`config.mk`:
```
export PLATFORM = sky130hd
export DESIGN_NAME = multicycle_alu
export DESIGN_NICKNAME = d
export VERILOG_FILES = /design/src/rtl/alu_pkg.sv /design/src/rtl/alu_comb.sv /design/src/rtl/multicycle_alu.sv
export SDC_FILE = /design/constraint.sdc
export NUM_CORES = 1
export LEC_CHECK = 0
export BUFFER_PORTS_ARGS = -buffer_cell sky130_fd_sc_hd__buf_2
export CAP_MARGIN = 10
export CORE_UTILIZATION = 55
export DETAILED_ROUTE_END_ITERATION = 7
export HOLD_SLACK_MARGIN = 0.12
export PLACE_DENSITY = 0.85
export SETUP_SLACK_MARGIN = 0.3
export SYNTH_ARGS = -nofsm -noshare
export SYNTH_HDL_FRONTEND = slang
export SYNTH_HIERARCHICAL = 1
export SYNTH_SLANG_ARGS = --single-unit
```
`constraint.sdc`:
```
create_clock -name clk -period 3.06 [get_ports clk]
set_input_delay 0 -clock clk [delete_from_list [all_inputs] [get_ports clk]]
set_output_delay 0 -clock clk [all_outputs]
set_load 0.02 [all_outputs]
```
`src/rtl/alu_pkg.sv`:
```
// Shared constants and types for the iterative execute-stage ALU.
package alu_pkg;

    localparam int WIDTH = 16;
    localparam int CNT_W = 5;

    localparam logic [2:0] ALU_ADD = 3'b000;
    localparam logic [2:0] ALU_SUB = 3'b001;
    localparam logic [2:0] ALU_AND = 3'b010;
    localparam logic [2:0] ALU_OR  = 3'b011;
    localparam logic [2:0] ALU_XOR = 3'b100;
    localparam logic [2:0] ALU_SHL = 3'b101;
    localparam logic [2:0] ALU_SHR = 3'b110;
    localparam logic [2:0] ALU_MUL = 3'b111;

    typedef enum logic [1:0] {
        IDLE = 2'd0,
        EXEC = 2'd1,
        DONE = 2'd2
    } alu_state_t;

    function automatic logic is_shift(input logic [2:0] op);
        return (op == ALU_SHL) || (op == ALU_SHR);
    endfunction

endpackage

```
`src/rtl/alu_comb.sv`:
```
// Single-cycle arithmetic/logic slice: ADD, SUB (a + ~b + 1) and bitwise ops with carry.
module alu_comb #(
    parameter int W = 16
) (
    input  logic [2:0]   op_i,
    input  logic [W-1:0] a_i,
    input  logic [W-1:0] b_i,
    output logic [W-1:0] y_o,
    output logic         c_o
);
    import alu_pkg::*;

    logic [W:0] sum;

    always_comb begin
        // NOTE: every output gets a default first, so no branch can infer a latch.
        sum = '0;
        y_o = '0;
        c_o = 1'b0;
        case (op_i)
            ALU_ADD: begin
                sum = {1'b0, a_i} + {1'b0, b_i};
                y_o = sum[W-1:0];
                c_o = sum[W];
            end
            ALU_SUB: begin
                sum = {1'b0, a_i} + {1'b0, ~b_i} + (W+1)'(1);
                y_o = sum[W-1:0];
                c_o = sum[W];
            end
            ALU_AND: y_o = a_i & b_i;
            ALU_OR:  y_o = a_i | b_i;
            ALU_XOR: y_o = a_i ^ b_i;
            default: y_o = '0;
        endcase
    end

endmodule

```
`src/rtl/multicycle_alu.sv`:
```
// Iterative 16-bit ALU: one-cycle ADD/SUB/logic, k-cycle shifts, 16-cycle shift-add multiply.
module multicycle_alu #(
    parameter int WIDTH = alu_pkg::WIDTH
) (
    input  logic             clk,
    input  logic             rst_n,
    input  logic             start,
    input  logic [2:0]       op,
    input  logic [WIDTH-1:0] a,
    input  logic [WIDTH-1:0] b,
    output logic             busy,
    output logic             done,
    output logic [WIDTH-1:0] add_out,
    output logic             c_out
);
    import alu_pkg::*;

    alu_state_t         state_q, state_d;
    logic [2:0]         op_q, op_d;
    logic [2*WIDTH-1:0] mcand_q, mcand_d;   // multiplicand, or the shift operand in its low half
    logic [WIDTH-1:0]   mplr_q, mplr_d;
    logic [2*WIDTH-1:0] acc_q, acc_d;
    logic [CNT_W-1:0]   cnt_q, cnt_d;
    logic [WIDTH-1:0]   res_q, res_d;
    logic               c_q, c_d;
    logic               shout;

    logic [WIDTH-1:0]   comb_y;
    logic               comb_c;

    alu_comb #(.W(WIDTH)) u_comb (
        .op_i (op),
        .a_i  (a),
        .b_i  (b),
        .y_o  (comb_y),
        .c_o  (comb_c)
    );

    always_comb begin
        state_d = state_q;
        op_d    = op_q;
        mcand_d = mcand_q;
        mplr_d  = mplr_q;
        acc_d   = acc_q;
        cnt_d   = cnt_q;
        res_d   = res_q;
        c_d     = c_q;
        shout   = 1'b0;
        case (state_q)
            IDLE, DONE: begin
                if (start) begin
                    op_d = op;
                    if (is_shift(op) && (b[3:0] == 4'd0)) begin
                        res_d   = a;
                        c_d     = 1'b0;
                        state_d = DONE;
                    end else if (is_shift(op)) begin
                        mcand_d = {{WIDTH{1'b0}}, a};
                        cnt_d   = {1'b0, b[3:0]};
                        state_d = EXEC;
                    end else if (op == ALU_MUL) begin
                        mcand_d = {{WIDTH{1'b0}}, a};
                        mplr_d  = b;
                        acc_d   = '0;
                        cnt_d   = CNT_W'(WIDTH);
                        state_d = EXEC;
                    end else begin
                        res_d   = comb_y;
                        c_d     = comb_c;
                        state_d = DONE;
                    end
                end else begin
                    state_d = IDLE;
                end
            end
            EXEC: begin
                cnt_d = cnt_q - CNT_W'(1);
                case (op_q)
                    ALU_SHL: begin
                        shout                = mcand_q[WIDTH-1];
                        mcand_d[WIDTH-1:0]   = {mcand_q[WIDTH-2:0], 1'b0};
                    end
                    ALU_SHR: begin
                        shout                = mcand_q[0];
                        mcand_d[WIDTH-1:0]   = {1'b0, mcand_q[WIDTH-1:1]};
                    end
                    default: begin
                        acc_d   = acc_q + (mplr_q[0] ? mcand_q : '0);
                        mcand_d = mcand_q << 1;
                        mplr_d  = mplr_q >> 1;
                    end
                endcase
                // Results are taken from the next-state values so they land on the edge entering DONE.
                if (cnt_q == CNT_W'(1)) begin
                    state_d = DONE;
                    if (op_q == ALU_MUL) begin
                        res_d = acc_d[WIDTH-1:0];
                        c_d   = |acc_d[2*WIDTH-1:WIDTH];
                    end else begin
                        res_d = mcand_d[WIDTH-1:0];
                        c_d   = shout;
                    end
                end
            end
            default: state_d = IDLE;
        endcase
    end

    always_ff @(posedge clk) begin
        // NOTE: state registers use non-blocking assignments so every flop samples pre-edge values.
        if (!rst_n) begin
            state_q <= IDLE;
            op_q    <= ALU_ADD;
            mcand_q <= '0;
            mplr_q  <= '0;
            acc_q   <= '0;
            cnt_q   <= '0;
            res_q   <= '0;
            c_q     <= 1'b0;
        end else begin
            state_q <= state_d;
            op_q    <= op_d;
            mcand_q <= mcand_d;
            mplr_q  <= mplr_d;
            acc_q   <= acc_d;
            cnt_q   <= cnt_d;
            res_q   <= res_d;
            c_q     <= c_d;
        end
    end

    assign busy    = (state_q == EXEC);
    assign done    = (state_q == DONE);
    assign add_out = res_q;
    assign c_out   = c_q;

endmodule
```
# Word level (Yosys, flattened, before mapping)
# Index checks and enable logic that the tools add are counted.
# word_totals
register_bits	107
in_bits	38
out_inout_bits	19
elab_cells	104
# classes
addsub	5
eq_ne	22
muxes	49
n_bitwise	4
n_reduce_logical	15
# op_table
op	count
2-to-1 mux 32 bit	11
2-to-1 mux 16 bit	13
case mux 32 bit (2 select lines)	2
case mux 16 bit (5 select lines)	1
case mux 16 bit (2 select lines)	2
adder 16 x 16 -> 17 bit	2
adder 32 bit	1
== test 3 bit (second input constant)	7
2-to-1 mux 5 bit	4
adder 17 x 1 -> 17 bit (second input constant)	1
AND 16 bit	1
NOT 16 bit	1
bitwise OR 16 bit	1
OR reduction 16 bit	1
XOR 16 bit	1
AND reduction 5 bit	3
2-to-1 mux 2 bit	5
!= test 2 bit (second input constant)	5
case mux 5 bit (2 select lines)	1
!= test 3 bit (second input constant)	3
== test 3 x 2 -> 1 bit (second input constant)	2
2-to-1 mux 1 bit	6
case mux 1 bit (2 select lines)	3
AND reduction 6 bit	1
other kinds (16)	17

# Logic depth before layout (Yosys ltp)
# Gate-level depths: netlist (run 1).
# depth
ltp_word	9
depth_mapped	15
depth_no_buf	15

# Modules after synthesis
# Netlist (run 1), hierarchy kept.
# modules_own_cells
mod	instances	cells_per_inst	area_each_um2	seq_area_each_um2
multicycle_alu	1	959	7230.7	2142.1
alu_comb	1	351	2426.1	0.0

# Worst setup path after synthesis (run 1)
# No wires, ideal clock.
# synth_timing
kind	reg-to-reg
from	register mplr_q[0]
to	register c_q, in the netlist c_out
setup_ns	0.131
arrival_time_ns	3.129
required_time_ns	2.929
path_slack_ns	-0.200
path_stages_with_launch	14
path_buffers	1
synth_period_minus_slack_ns	3.260
path_cell_list	dfxtp_1 clkbuf_1 and2_1 ha_1 fa_1 a21o_1 nand4_1 a2111o_1 a21oi_1 nor2_1 xnor2_1 or4_4 a2111oi_4 a31oi_1
# synth_between
elab_chain_cells	8
# synth_rtl
item	line_no	source
start: declaration	multicycle_alu.sv:21	logic [WIDTH-1:0] mplr_q, mplr_d;
start signal: assignment	multicycle_alu.sv:124	mplr_q <= mplr_d;
2-to-1 mux 32 bit	multicycle_alu.sv:88	acc_d = acc_q + (mplr_q[0] ? mcand_q : '0);
adder 32 bit	multicycle_alu.sv:88	
2-to-1 mux 32 bit	multicycle_alu.sv:78	case (op_q)
2-to-1 mux 32 bit	multicycle_alu.sv:49	case (state_q)
OR reduction 16 bit	multicycle_alu.sv:98	c_d = |acc_d[2*WIDTH-1:WIDTH];
2-to-1 mux 1 bit	multicycle_alu.sv:96	if (op_q == ALU_MUL) begin
2-to-1 mux 1 bit	multicycle_alu.sv:94	if (cnt_q == CNT_W'(1)) begin
case mux 1 bit (2 select lines)	multicycle_alu.sv:49	
end signal: assignment	multicycle_alu.sv:119	c_q <= 1'b0;
end signal: assignment	multicycle_alu.sv:128	c_q <= c_d;
end: declaration	multicycle_alu.sv:25	logic c_q, c_d;
# No other way between the ends. The select of a mux whose other input is x is not followed.
# A chain may end at the register's enable or synchronous reset.

# Worst setup path after layout (run 1)
# layout_timing
from	register mplr_q[0]
to	register res_q[10], in the netlist add_out[10]
# layout_between
elab_chain_cells	7
# layout_rtl
item	line_no	source
2-to-1 mux 32 bit	multicycle_alu.sv:88	
adder 32 bit	multicycle_alu.sv:88	
2-to-1 mux 32 bit	multicycle_alu.sv:78	
2-to-1 mux 32 bit	multicycle_alu.sv:49	
2-to-1 mux 16 bit	multicycle_alu.sv:96	
2-to-1 mux 16 bit	multicycle_alu.sv:94	
case mux 16 bit (2 select lines)	multicycle_alu.sv:49	
end signal: assignment	multicycle_alu.sv:127	res_q <= res_d;
end: declaration	multicycle_alu.sv:24	logic [WIDTH-1:0] res_q, res_d;
# No other way between the ends. The select of a mux whose other input is x is not followed.

==> results of run 1 <==
how the worst max path moves through the flow:
stage / endpoint / cells after the start / slack (ns)
after floorplan: c_out / 13 / 0.14
after global placement: c_out / 12 / -0.08
after detailed placement: c_out / 12 / -0.21
after CTS: add_out[10] / 14 / -0.002
after global routing: add_out[10] / 16 / -0.37
final: add_out[10] / 16 / -0.33
cells by family (layout without fill, tap and decap cells):
family / after synthesis / in the layout
buffers and inverters: 146 / 294
muxes: 44 / 44
xor gates and xnor gates: 29 / 29
AOI/OAI and AO/OA: 407 / 407
and+or+nand+nor: 490 / 490
DFF: 107 / 107
adders and majority gates: 87 / 87
flip-flops by register name, summed over array words and instances, names as in the netlist:
signal / flops
state_q: 2
add_out: 16
mcand_q: 32
cnt_q: 5
c_out: 1
op_q: 3
acc_q: 32
mplr_q: 16
where the power goes:
part | switching, mW | internal [mW]
Sequential | 0.0517 | 1.45
Clock | 0.589 | 0.587
Combinational | 0.680 | 0.433
layout by cell type, fill, tap and decap left out, drive strengths merged, types with 18 or more instances in the layout:
cell type and n:
a21oi 117, ha 83, nor3 19, xnor2 18
and2 44, nand2 148, a211oi 22, inv 58
o211ai 20, nand3 49, o21ai 44, dfxtp 107
dlygate4sd3 30, a31oi 19, a21o 27, nor2 149
a311oi 26, buf 192, mux2i 39
cells in the mapped netlist (18+ instances only):
library cell | number | area share (%)
a211oi_1 | 22 | 1.7
a21o_1 | 26 | 2.0
a21oi_1 | 116 | 6.0
a311oi_1 | 26 | 2.4
a31oi_1 | 19 | 1.2
and2_1 | 42 | 2.7
clkbuf_1 | 72 | 2.8
dfxtp_1 | 107 | 22
ha_1 | 83 | 11
inv_1 | 47 | 1.8
mux2i_1 | 39 | 4.0
nand2_1 | 148 | 5.8
nand3_1 | 49 | 2.5
nor2_1 | 149 | 5.8
nor3_1 | 19 | 0.98
o211ai_1 | 20 | 1.6
o21ai_0 | 29 | 1.5
xnor2_1 | 18 | 1.6
final cells by class:
class	instances	share of cell area, %
Sequential cell	107	17.6
Inverter	56	1.73
Tap cell	225	2.31
Clock buffer	11	1.99
Clock inverter	5	0.349
Timing Repair Buffer	222	13.5
Multi-Input combinational cell	1057	62.5
routing by layer:
metal,vias to the layer above,GRT usage (%),part of all wire [%]
met2,702,59.9,47
li1,5057,-,-
met4,0,12.4,4.1
met5,-,0,0
met1,5179,46.0,40
met3,140,5.67,8.6
critical path: stages, from the launching register on:
cell      delay [ns]
dfxtp_4         0.38
and2_4          0.17
ha_4            0.16
fa_2            0.39
a21o_1          0.18
nand4_1         0.13
buf_4           0.15
buf_6           0.08
buf_6           0.08
buf_6           0.10
a21oi_4         0.05
o21a_1          0.21
o21a_1          0.22
o211ai_1        0.25
o211ai_1        0.20
mux2_4          0.33
a311oi_2        0.23
per-stage QoR:
stage                     setup TNS [ns]  hold WS (ns)  setup slack [ns]  instances  instance area [µm²]
final                             -0.751         0.147            -0.326       1683                12200
after global routing               -1.20         0.145            -0.372       1683                12200
after CTS                       -0.00167         0.131          -0.00167       1676                11800
after detailed placement          -0.302         0.303            -0.214       1619                10800
after global placement           -0.0834         0.299           -0.0834       1619                10800
after floorplan                        0         0.122             0.138       1310                 9870
repair_timing:
| item | CTS | global route |
|---|---|---|
| setup buffers | 11 | 7 |
| endpoints found under the hold margin | 33 | 0 |
| hold buffers | 30 | 0 |
| resized for setup | 54 | 60 |
| pin swaps | 22 | 47 |
| endpoints found under the setup margin | 18 | 27 |
==> impl_metrics.toml, run 1 <==
[finish]
fin_nets = 1577
syn_to_final_growth_pct = 26.4
multi_input_area_um2 = 7630
nFillCells = 1284
drive_above_1_share_pct = 23.4
utilization_pct = 70.8
diodes = 0
ff_latch_area_um2 = 2150

[clocking]
clkSlewWorstSetupHoldPaths_ns = 0.08
clock-sinks = 107
h-tree-depth = 3
clk_latency_ns = 0.36
clockRootBuffer = "clkbuf_16"
numCtsBuffers = 9
clk_path_buf_depth = 2
cts_tree = "done"

[logic_synthesis]
ys_warn_count = 6
synth_fp_nets = 1434
syn_avg_cell_area_um2 = 7.37
syn_inst = 1310
synthFlopType = "dfxtp_1"
synth_edf_count = 0
synth-simple-area-share_pct = 23.7
synth_xor_area_share_pct = 2.63
synthMuxAreaShare_pct = 4.63
yosysUniqueCellTypes = 88
async_flop_share_pct = 0
seq_area_frac_synth_pct = 22.2
synthesis.area_um2 = 9660
synthAdderAreaFrac_pct = 11.5
ys_seq_elements = 107
synth_top_family_by_area = "compound AO/OA/AOI/OAI gates"
synth-compound-area-share_pct = 29.0

[critical_path]
crit_start = "mplr_q[0]"
rr_worst_depth = 16
r2r_end = "add_out[10]"
reg2reg_setup_slack_ns = -0.33
critPathRequiredTime_ns = 3.34
rr_startpoint = "mplr_q[0]"
worstPathMaxFanout = 8
end_kind = "flop"
crit_type = "reg -> reg"
cp_data_arrival_time_ns = 3.66
worstSetupStartpointType = "flop"

[global_route]
grt_use_total_pct = 35.5
antenna_found_initial = 0
grt_max_degree = 79
grt.overflow.total = 0
grt_pass1_wl_um = 51300
grt_pass1_vias = 9865

[sta]
skew_ns = 0.00972
drv_slew = 0
rsz0062_at_grt = "yes"
layout_min_cycle_time_ns = 3.39
clock.fmax_mhz = 295
slew_headroom_pct = 41.3
final.period_utilization_pct = 111
tightest_slew_ns = 0.880
fin_ws_ns = -0.326
finalSetupViolations = 4
hold_viol = 0

[route]
drc = 0
first_iter_violations = 1279
vias = 11078
post_drt_via_cell_ratio = 6.58
firstDrtPassIters = 6
antenna_left = 0
wirelength_um = 34400
wl_per_cell_um = 20.5

[min_path]
hp-start = "a[2]"
whs_path_depth = 5
min_to = "add_out[2]"
holdCritPathClass = "in -> reg"

[place]
gp_congestion = 1.03
dp_hpwl_um = 23000
port_buffers = 56

[die]
fp.dieArea_um2 = 18100
die_y_um = 135
die_w_um = 135
core_um2 = 17200
rows = 48
io_pins = 57
start_util_pct = 56.0

[run_status]
status = "complete, but fails checks"
violations = "setup timing"

[power]
vdd_ir_drop_max_uv = 291
p_total_mw = 3.80
power_density_nw_per_um2 = 311
p_leak_nw = 5.19

[run]
cap_viol_max_count = 0
No activity file was read; power rests on OpenSTA's default activity.
==> run 2: changes to the inputs <==
--- a/config.mk
+++ b/config.mk
@@ -10,7 +10,7 @@
 export CORE_UTILIZATION = 55
 export DETAILED_ROUTE_END_ITERATION = 7
 export HOLD_SLACK_MARGIN = 0.12
-export PLACE_DENSITY = 0.85
+export PLACE_DENSITY = 0.82
 export SETUP_SLACK_MARGIN = 0.3
 export SYNTH_ARGS = -nofsm -noshare
 export SYNTH_HDL_FRONTEND = slang
==> constraint.sdc (replaced) <==
create_clock -name clk -period 4.2 [get_ports clk]
set_input_delay 0 -clock clk [delete_from_list [all_inputs] [get_ports clk]]
set_output_delay 0 -clock clk [all_outputs]
set_load 0.02 [all_outputs]
==> run 2 against run 1 <==
  * The run now ends clean
  * Register-to-register slack better by 0.91 ns
  * Sequential power is 27% lower
  * Die area stayed put
  * Worst hold slack better by 0.015 ns
  * Sequential cell count stayed put
  * Wire length is 15% lower
  * Critical path depth is 1 higher
  * Final cell count is 6.9% lower
  * Critical endpoint is now c_out
  * Largest power group unchanged
==> impl_metrics.toml, run 2 (synthesized netlist as in run 1, its figures left out) <==
[run_status]
status = "completed"

[global_route]
grt_pass1_vias = 9515
grt.overflow.total = 0
antenna_found_initial = 0
grt_pass1_wl_um = 47600
grt_use_total_pct = 32.6
grt_max_degree = 61

[power]
power_density_nw_per_um2 = 266
p_leak_nw = 4.61
vdd_ir_drop_max_uv = 220
p_total_mw = 2.82

[sta]
rsz0062_at_grt = "no"
clock.fmax_mhz = 269
hold_viol = 0
slew_headroom_pct = 23.2
fin_tns_setup_ns = 0
fin_ws_ns = 0.484
tightest_slew_ns = 1.15
skew_ns = 0.0126
hold_ws_ns = 0.162
finalSetupViolations = 0
drv_slew = 0
final.period_utilization_pct = 88.5
layout_min_cycle_time_ns = 3.72

[route]
met2_length_um = 13200
drc = 0
wl_met1_um = 12800
first_iter_violations = 833
antenna_left = 0
vias = 10022
firstDrtPassIters = 5
wirelength_um = 29200
highest_layer = "met4"
dr_wl_met3_um = 2130
post_drt_via_cell_ratio = 6.40
wl_per_cell_um = 18.6

[critical_path]
crit_type = "in -> reg"
end_kind = "flop"
crit_family = "compound AO/OA/AOI/OAI gates"
cp_slowest_stage_delay_ns = 0.55
critPathRequiredTime_ns = 4.44
worstPathMaxFanout = 4
crit_path_top_delay_cell = "dlygate4sd3_1"
cpMostUsedCell = "inv_1"
crit_chain = "dlygate4sd3_1, buf_2, inv_1, ha_1, inv_1, fa_1, nor2b_1, o21ai_1, a2bb2oi_1, a21o_1, o41ai_1, o31a_1, o22ai_1, and3_1, or4_4, a2111oi_4, a31oi_1"
crit_buf_inv = 4
cp_data_arrival_time_ns = 3.96
worstSetupStartpointType = "input pin"

[die]
core_um2 = 17200
die_y_um = 135
fp.dieArea_um2 = 18100
start_util_pct = 56.0
io_pins = 57
rows = 48
die_w_um = 135

[finish]
syn_to_final_growth_pct = 9.94
drive_above_1_share_pct = 9.09
final_cells = 1567
design_area_um2 = 10600
utilization_pct = 61.6
fin_nets = 1461
nFillCells = 1525
diodes = 0
largestRegisters = "acc_q x32, mcand_q x32"
mostFrequentLayoutCells = "nor2_1 (149), nand2_1 (148), a21oi_1 (116), dfxtp_1 (107), ha_1 (83)"
final_common_cell = "nor2_1"

[min_path]
holdCritPathClass = "in -> reg"

[clocking]
clock-sinks = 107
clk_latency_ns = 0.38
numCtsBuffers = 9
clkSlewWorstSetupHoldPaths_ns = 0.08
h-tree-depth = 3
clk_path_buf_depth = 2
cts_tree = "done"
clockRootBuffer = "clkbuf_16"
cts-resized-gates = 0

[place]
place_ws_ns = 0.649
dp_cells = 1517
gp_congestion = 0.980
dpl_cell_area_um2 = 9930
port_buffers = 56
dp_hpwl_um = 21000

[run]
cap_viol_max_count = 0
==> run 2: cell count changes in the layout (fill, tap and decap cells not counted), moves of 7 or more <==
cell | previous run | this run
a21oi_1 | 103 | 116
a21oi_2 | 12 | 1
buf_4 | 126 | 16
buf_6 | 9 | 0
ha_1 | 61 | 83
ha_4 | 19 | 0
nand2_1 | 139 | 148
nand2_2 | 7 | 0
==> run 2: worst paths after layout <==
kind	from	endpoint	slack (ns)	cells past startpoint
worst max register to register	mplr_q[0]	c_out	0.58	12
worst min register to register	add_out[2]	add_out[2]	0.46	2
worst min-delay path	start	op_q[0]	0.16	4
worst max-delay path	a[0]	c_out	0.48	17
==> run 2: tightest hold or removal path: cells and delay by family <==
| family | cells | cell delay (ns) |
|---|---|---|
| buffers and inverters | 1 | 0.11 |
| AND/OR/NAND/NOR | 2 | 0.25 |
| multiplexers | 1 | 0.13 |
==> run 2: routing by layer <==
layer  GRT usage [%]  up-vias
li1                -     4834
met1            42.8     4679
met5               0        -
met4            13.9        0
met3            5.37       76
met2            52.9      433
==> run 2: timing repair <==
item	in CTS	in global routing
setup buffers	0	0
hold buffers	34	0
endpoints found under the hold margin	38	0
==> run 2: power breakdown <==
group          switching (mW)  internal [mW]
registers              0.0433           1.06
clock network           0.438          0.565
logic                   0.448          0.267
==> run 2: area by class of cell <==
cell class | instances | area [µm²] | share of cell area (%)
clock buffers | 11 | 253 | 2.38
clock inverters | 5 | 88.8 | 0.837
inverters | 56 | 211 | 1.99
multi-input cells | 1057 | 6900 | 65.0
flip-flops and latches | 107 | 2140 | 20.2
well taps | 225 | 282 | 2.65
repair buffers | 106 | 741 | 6.98
